$ cat config.mk
export PLATFORM = sky130hd
export DESIGN_NAME = cpu_control_sequencer
export DESIGN_NICKNAME = d
export VERILOG_FILES = /design/src/rtl/cpu_control_sequencer.sv
export SDC_FILE = /design/constraint.sdc
export NUM_CORES = 1
export LEC_CHECK = 0
export BUFFER_PORTS_ARGS = -buffer_cell sky130_fd_sc_hd__buf_2
export CAP_MARGIN = 5
export CORE_MARGIN = 4
export CORE_UTILIZATION = 50
export CTS_CLUSTER_DIAMETER = 80
export CTS_CLUSTER_SIZE = 40
export DETAILED_ROUTE_END_ITERATION = 6
export PLACE_DENSITY = 0.76
export SYNTH_ARGS = -nofsm -noshare
export SYNTH_HDL_FRONTEND = slang
export SYNTH_SLANG_ARGS = --single-unit
$ cat constraint.sdc
create_clock -name clk -period 2.3 [get_ports clk]
set_input_delay 0.46 -clock clk [delete_from_list [all_inputs] [get_ports clk]]
set_output_delay 0.46 -clock clk [all_outputs]
set_load 0.005 [all_outputs]
$ cat src/rtl/cpu_control_sequencer.sv
// Multi-cycle fetch/decode/execute control FSM for the 16-bit accumulator CPU.
// Drives the shared control_signals strobe bus. All outputs decode
// combinationally from the state register; C6 and C0 are additionally gated
// by mem_ready. The datapath samples the strobes on the posedge that ends a state.
//
// Memory handshake: in a memory state (F2, RD, WR2) the request strobe is held
// every cycle. mem_ready high means the transfer completes on the next posedge,
// and the FSM leaves the state on that same edge. A wait counter bounds the
// stall. If the counter equals MEM_WAIT_MAX and mem_ready is still low, the FSM
// faults. A mem_ready that arrives on the limiting cycle still completes normally.
//
// state_o encoding: IDLE=0 F1=1 F2=2 F3=3 DEC=4 RD=5 BRL=6 EX=7 WR1=8 WR2=9
//                   JP=10 HLT=11 FLT=12
module cpu_control_sequencer #(
    parameter int OPC_W        = 8,
    parameter int MEM_WAIT_MAX = 15
) (
    input  logic             clk,
    input  logic             rst_n,
    input  logic             start,
    input  logic [OPC_W-1:0] ir_opcode,
    input  logic             acc_sign,
    input  logic             mem_ready,
    output logic [15:0]      control_signals,
    output logic [3:0]       state_o,
    output logic             halted,
    output logic             fault
);

    typedef enum logic [3:0] {
        S_IDLE = 4'd0,
        S_F1   = 4'd1,
        S_F2   = 4'd2,
        S_F3   = 4'd3,
        S_DEC  = 4'd4,
        S_RD   = 4'd5,
        S_BRL  = 4'd6,
        S_EX   = 4'd7,
        S_WR1  = 4'd8,
        S_WR2  = 4'd9,
        S_JP   = 4'd10,
        S_HLT  = 4'd11,
        S_FLT  = 4'd12
    } state_t;

    // Strobe bit positions on control_signals
    localparam int C_PC_INC   = 0;
    localparam int C_PC_LOAD  = 1;
    localparam int C_MAR_PC   = 2;
    localparam int C_MAR_MBR  = 3;
    localparam int C_MEM_RD   = 4;
    localparam int C_MEM_WR   = 5;
    localparam int C_MBR_MEM  = 6;
    localparam int C_MBR_ACC  = 7;
    localparam int C_BR_MBR   = 8;
    localparam int C_IR_MBR   = 9;
    localparam int C_ACC_CLR  = 10;
    localparam int C_ALU_ADD  = 11;
    localparam int C_ALU_SUB  = 12;
    localparam int C_ACC_ALU  = 13;
    localparam int C_HALT     = 15;

    localparam logic [OPC_W-1:0] OP_STORE  = OPC_W'(1);
    localparam logic [OPC_W-1:0] OP_LOAD   = OPC_W'(2);
    localparam logic [OPC_W-1:0] OP_ADD    = OPC_W'(3);
    localparam logic [OPC_W-1:0] OP_SUB    = OPC_W'(4);
    localparam logic [OPC_W-1:0] OP_JMP    = OPC_W'(5);
    localparam logic [OPC_W-1:0] OP_JMPGEZ = OPC_W'(6);
    localparam logic [OPC_W-1:0] OP_HALT   = OPC_W'(7);

    localparam logic [7:0] WAIT_MAX = 8'(MEM_WAIT_MAX);

    state_t           r_state;
    state_t           w_next;
    logic [7:0]       r_wait_cnt;
    logic [OPC_W-1:0] r_opcode;
    logic [15:0]      w_ctrl;
    logic             w_in_wait;
    logic             w_timeout;

    assign w_in_wait = (r_state == S_F2) || (r_state == S_RD) || (r_state == S_WR2);
    assign w_timeout = (r_wait_cnt == WAIT_MAX);

    // State register
    always_ff @(posedge clk or negedge rst_n) begin
        if (!rst_n) begin
            r_state <= S_IDLE;
        end else begin
            r_state <= w_next;
        end
    end

    // Opcode latch: the EX state uses the opcode seen in DEC, not the live input
    always_ff @(posedge clk or negedge rst_n) begin
        if (!rst_n) begin
            r_opcode <= '0;
        end else if (r_state == S_DEC) begin
            r_opcode <= ir_opcode;
        end
    end

    // Wait counter: held at zero outside memory states, so it is clear on entry
    always_ff @(posedge clk or negedge rst_n) begin
        if (!rst_n) begin
            r_wait_cnt <= '0;
        end else if (!w_in_wait) begin
            r_wait_cnt <= '0;
        end else if (!mem_ready && !w_timeout) begin
            r_wait_cnt <= r_wait_cnt + 8'd1;
        end
    end

    // Next-state and strobe decode
    always_comb begin
        w_next = r_state;
        w_ctrl = '0;
        case (r_state)
            S_IDLE: begin
                if (start) w_next = S_F1;
            end
            S_F1: begin
                w_ctrl[C_MAR_PC] = 1'b1;
                w_next           = S_F2;
            end
            S_F2: begin
                w_ctrl[C_MEM_RD] = 1'b1;
                if (mem_ready) begin
                    w_ctrl[C_MBR_MEM] = 1'b1;
                    w_ctrl[C_PC_INC]  = 1'b1;
                    w_next            = S_F3;
                end else if (w_timeout) begin
                    w_next = S_FLT;
                end
            end
            S_F3: begin
                w_ctrl[C_IR_MBR]  = 1'b1;
                w_ctrl[C_MAR_MBR] = 1'b1;
                w_next            = S_DEC;
            end
            S_DEC: begin
                case (ir_opcode)
                    OP_LOAD, OP_ADD, OP_SUB: w_next = S_RD;
                    OP_STORE:                w_next = S_WR1;
                    OP_JMP:                  w_next = S_JP;
                    OP_JMPGEZ:               w_next = acc_sign ? S_F1 : S_JP;
                    OP_HALT:                 w_next = S_HLT;
                    default:                 w_next = S_FLT;
                endcase
            end
            S_RD: begin
                w_ctrl[C_MEM_RD] = 1'b1;
                if (mem_ready) begin
                    w_ctrl[C_MBR_MEM] = 1'b1;
                    w_next            = S_BRL;
                end else if (w_timeout) begin
                    w_next = S_FLT;
                end
            end
            S_BRL: begin
                w_ctrl[C_BR_MBR] = 1'b1;
                w_next           = S_EX;
            end
            S_EX: begin
                // LOAD is ACC <- 0 + BR, so it clears ACC and adds through the ALU
                case (r_opcode)
                    OP_LOAD: begin
                        w_ctrl[C_ACC_CLR] = 1'b1;
                        w_ctrl[C_ALU_ADD] = 1'b1;
                        w_ctrl[C_ACC_ALU] = 1'b1;
                    end
                    OP_ADD: begin
                        w_ctrl[C_ALU_ADD] = 1'b1;
                        w_ctrl[C_ACC_ALU] = 1'b1;
                    end
                    OP_SUB: begin
                        w_ctrl[C_ALU_SUB] = 1'b1;
                        w_ctrl[C_ACC_ALU] = 1'b1;
                    end
                    default: ;
                endcase
                w_next = S_F1;
            end
            S_WR1: begin
                w_ctrl[C_MBR_ACC] = 1'b1;
                w_next            = S_WR2;
            end
            S_WR2: begin
                w_ctrl[C_MEM_WR] = 1'b1;
                if (mem_ready) begin
                    w_next = S_F1;
                end else if (w_timeout) begin
                    w_next = S_FLT;
                end
            end
            S_JP: begin
                w_ctrl[C_PC_LOAD] = 1'b1;
                w_next            = S_F1;
            end
            S_HLT: begin
                w_ctrl[C_HALT] = 1'b1;
            end
            S_FLT: begin
                w_next = S_FLT;
            end
            default: begin
                w_next = S_FLT;
            end
        endcase
    end

    assign control_signals = w_ctrl;
    assign state_o         = r_state;
    assign halted          = (r_state == S_HLT);
    assign fault           = (r_state == S_FLT);

endmodule
After elaboration in Yosys (flattened, before gate mapping)
Cells that the tools add are included.

operators by class
  add/sub/neg operators = 1
  equality and inequality tests = 25
  mux-type cells = 26
  bitwise operators = 1
  reductions and logical operators = 12

operator list
  kind                                                                      count
  4-bit one-hot mux with 11 select lines                                    1
  8-bit by 3-bit equality test with 1-bit output (second input constant)    5
  8-bit by 2-bit equality test with 1-bit output (second input constant)    4
  4-bit two-way mux                                                         7
  4-bit equality test (second input constant)                               5
  4-bit one-hot mux with 5 select lines                                     1
  4-bit by 3-bit equality test with 1-bit output (second input constant)    4
  8-bit two-way mux                                                         2
  1-bit two-way mux                                                         15
  8-bit by 1-bit adder with 8-bit output (second input constant)            1
  4-bit by 2-bit equality test with 1-bit output (second input constant)    2
  8-bit by 1-bit equality test with 1-bit output (second input constant)    1
  8-bit by 4-bit equality test with 1-bit output (second input constant)    1
  2-bit OR reduction                                                        3
  3-bit OR reduction                                                        2
  4-bit by 1-bit equality test with 1-bit output (second input constant)    1
  4-bit zero test                                                           1
  1-bit zero test                                                           2
  1-bit logical OR                                                          2
  2-bit by 1-bit inequality test with 1-bit output (second input constant)  1
  2-bit inequality test (second input constant)                             1
  2-bit AND reduction                                                       1
  1-bit logical AND                                                         1
  1-bit inverter                                                            1

word-level totals
  bits in registers = 20
  input bits = 13
  output and inout bits = 22
  word-level logic and storage cells = 68

Logic depth before layout (Yosys ltp)
  depth in word-level cells = 5
  mapped depth = 6
  depth with buffers taken out = 5

Least setup slack after synthesis
No wires, ideal clock.

  path kind = flip-flop to output port
  start = register r_state[2], in the netlist state_o[2]
  end = output control_signals[6]
  data arrival time = 1286 ps
  data required time = 1840 ps
  setup slack = 554 ps
  cell stages (with the launch flop) = 5
  path buffers = 2
  path through = dfrtp_1 clkbuf_1 buf_2 mux2_2 nor3_1

on the way
  word-level cells in the longest chain between the ends = 3
  elaborated cells on any way between the ends = 4

RTL lines
  element                                                                                                                  RTL line  source
  from (decl)                                                                                                              73        state_t r_state;
  from (signal assigned)                                                                                                   89        r_state <= w_next;
  4-bit by 2-bit equality test with 1-bit output / 4-bit by 3-bit equality test with 1-bit output (equally long branches)  117       case (r_state)
  2-bit OR reduction (no line) (*)                                                                                         -
  1-bit two-way mux (*)                                                                                                    -
  to (decl)                                                                                                                24        output logic [15:0] control_signals,

Mark *: on every way between the ends. The rest lies on a longest branch, timed or not.

Final worst setup path
  start = register r_state[1], in the netlist state_o[1]
  end = output control_signals[12]

on the way
  word-level cells in the longest chain between the ends = 2

RTL lines
  element                                         RTL line
  4-bit by 3-bit equality test with 1-bit output  117
  4-bit two-way mux                               117

No other way between the ends.

==> metrics.txt <==
largest net degree at the start of global routing=21; main combinational cell family by area after synthesis=simple AND/OR/NAND/NOR gates; Synth Area in XOR/XNOR=4.356%; vias in the first global route=1238; placed cell areas=1565 sq um; pre-CTS WS=0.3998 ns; WP data arrival=1.69 ns; Synth Area in Compound Gates=14.67%; final setup fails=0; Worst Skew=0.006079 ns; status=completed; Tcrit/Tclk final=93.47%; post-synth top area share=35.56%; Routability Congestion=0.9211; diode count=0; # fillers=219; R2R depth=5; vias per cell=5.958; Max VDD drop=0.7711 mV; global route total overflow=0; global route hottest layer=met2; Routed Antenna Nets=0; Total GRT Usage=19.00%; clk_lat worst skew=0.29 ns; Power Internal=962.0 uW; overall die area=3728 sq um; largest area contributor in the netlist=dfrtp_1; Netlist Area Pre-Place=1408 sq um; Clock Power Share=12.2%; post-synthesis sequential area ratio=35.56%; CTS max path bufs=2; Worst EP required=1.84 ns; Final Hold Fails=0; Placeable Area=2590 sq um; leading cell type in the layout, fill and taps excluded=buf_2; Tmin final=2.150 ns; simple-gate share of the synthesized area=27.56%; GRT met1 Usage=25.07%; first-pass GRT wire length=5.478 mm; Syn Nets=172; pwr/cell area=1034 nW/um^2; design area=1603 sq um; Post-CTS Setup Inserts=0; layout cells sized above 1=30.11%; CP max FO=9; number of CTS-inserted buffers=3; clock root buffer master=clkbuf_4; hpwl dp=2.522 mm; combinational power share=53.3%; Net count, final=201; post-route non-filler standard cell count=216; flop-to-flop setup slack=0.53 ns; Setup crit start kind=flop; Site Rows=18; Power Total=1657 uW; synthesized instance count=158; Warnings, synthesis=0; Synth async-reset ratio=100.0%; adder-cell share of the synthesized area=0.8889%; RSZ-0062 raised after global routing=false; EDFF count, synth=0; io pins=35; Net Switching=694.7 uW; TritonCTS clock tree=yes; dominant synthesized flop cell=dfrtp_1; fmax=465.2 MHz; met3 Track Usage GR=2.725%; Chip Height=61.06 um; DRT Wirelength=3.169 mm; crit end category=output pin; Sum Neg Setup Slack=0 ns; final setup margin=0.1503 ns; max_cap viols=0; mux contribution to synthesized area=10.04%; area grow syn2layout=13.87%; placed cells=212; initial detailed-routing violation count=136; vias post-DR=1287; Max Slew Vio Count=0; Wirelength per Cell=14.67 um; clk slew on worst S/H paths=0.12 ns; P_leak=0.0007132 uW; antenna violations before repair=0; # clock sinks=20; Die X=61.06 um; switching share of power=41.93%; WS Path Type=reg -> out; met2 Track Usage GR=32.93%; number of detailed-route iterations in the first pass=4; Hold WC Path Type=in -> async; commonest cells after routing, fill and taps aside=buf_2 (33), nor2_1 (19), dfrtp_1 (19); #FFs+latches synth=20; H-tree depth=1; synth top area cells=dfrtp_1 (36%), mux2_2 (7.2%), nor2_1 (5.1%), xnor2_1 (3.7%), nand2b_1 (3.6%); Starting Density=54.35%; post-synth cell types=49; IO Port Bufs=33; Reg power frac=34.5%; Remaining DRCs=0; Avg Inst Size Synth=8.909 sq um
-- sequential cells by signal (all words and copies together), names as in the netlist --
| name | count |
|---|---|
| r_opcode | 8 |
| r_wait_cnt | 8 |
| state_o | 4 |
-- final cells by class --
cell class                      instances  area, sq um  share of cell area, %
Clock buffer                            4        36.28                  2.264
Inverter                                5        18.77                  1.171
Multi-Input combinational cell        120        813.3                  50.74
Sequential cell                        20        501.7                  31.30
Tap cell                               30        37.54                  2.342
Timing Repair Buffer                   37        195.2                  12.18
-- power groups by stage --
stage | Sequential [uW] | Combinational (uW) | Clock (uW)
3_5_place_dp | 576 | 880 | 0
4_1_cts | 570 | 882 | 211
5_1_grt | 588 | 979 | 226
2_1_floorplan | 542 | 664 | 0
6_report | 571 | 884 | 202
3_3_place_gp | 565 | 852 | 0
-- stage by stage --
stage	utilization (%)	hold slack, ns
6_report	61.88	0.08315
5_1_grt	61.88	0.1095
4_1_cts	61.84	0.09824
3_3_place_gp	60.43	0.4292
3_5_place_dp	60.43	0.4308
2_1_floorplan	-	0.1644
-- per-layer routing --
metal / vias up / part of all wire (%)
met1: 608 / 43
met4: 0 / 0.88
met5: - / 0
met3: 6 / 7.2
met2: 53 / 49
li1: 620 / -
-- cells in the mapped netlist (2+ instances only) --
cell type,instances
dfrtp_1,20
nor2_1,19
a21oi_1,9
mux2_2,9
nand2_1,9
nand2b_1,8
nor3_1,8
nand3_1,6
xnor2_1,6
buf_2,5
inv_1,5
mux2i_1,4
nor2b_1,4
o21ai_0,4
buf_4,3
a211oi_1,2
clkbuf_1,2
nand4_1,2
nor4_1,2
or3_1,2
-- logic make-up (layout without fill, tap and decap cells) --
group | count (synthesis) | after routing
and+or+nand+nor | 69 | 69
other | 1 | 1
buffers and inverters | 18 | 46
muxes | 13 | 13
adders and majority gates | 1 | 1
xor gates and xnor gates | 7 | 7
DFF | 20 | 20
AOI/OAI and AO/OA | 29 | 29
-- timing repair --
action | CTS | global route
resized for setup | 0 | 1
hold buffers | 0 | 0
setup endpoints to repair | 0 | 1
-- critical path, stage by stage (launching register included) --
cell,delay [ns]
dfrtp_2,0.45
nand2_1,0.16
nor3_1,0.16
nand3_1,0.16
nor4b_1,0.31
buf_2,0.17
-- final timing paths --
check                                      end     startpoint
setup / recovery           control_signals[12]     state_o[1]
hold / removal                     r_opcode[4]          rst_n
max in group asynchronous           state_o[1]          rst_n
setup reg to reg                    state_o[1]  r_wait_cnt[0]
hold reg to reg                    r_opcode[5]    r_opcode[5]
min in group clk                   r_opcode[4]   ir_opcode[4]
No activity file was read; power rests on OpenSTA's default activity.
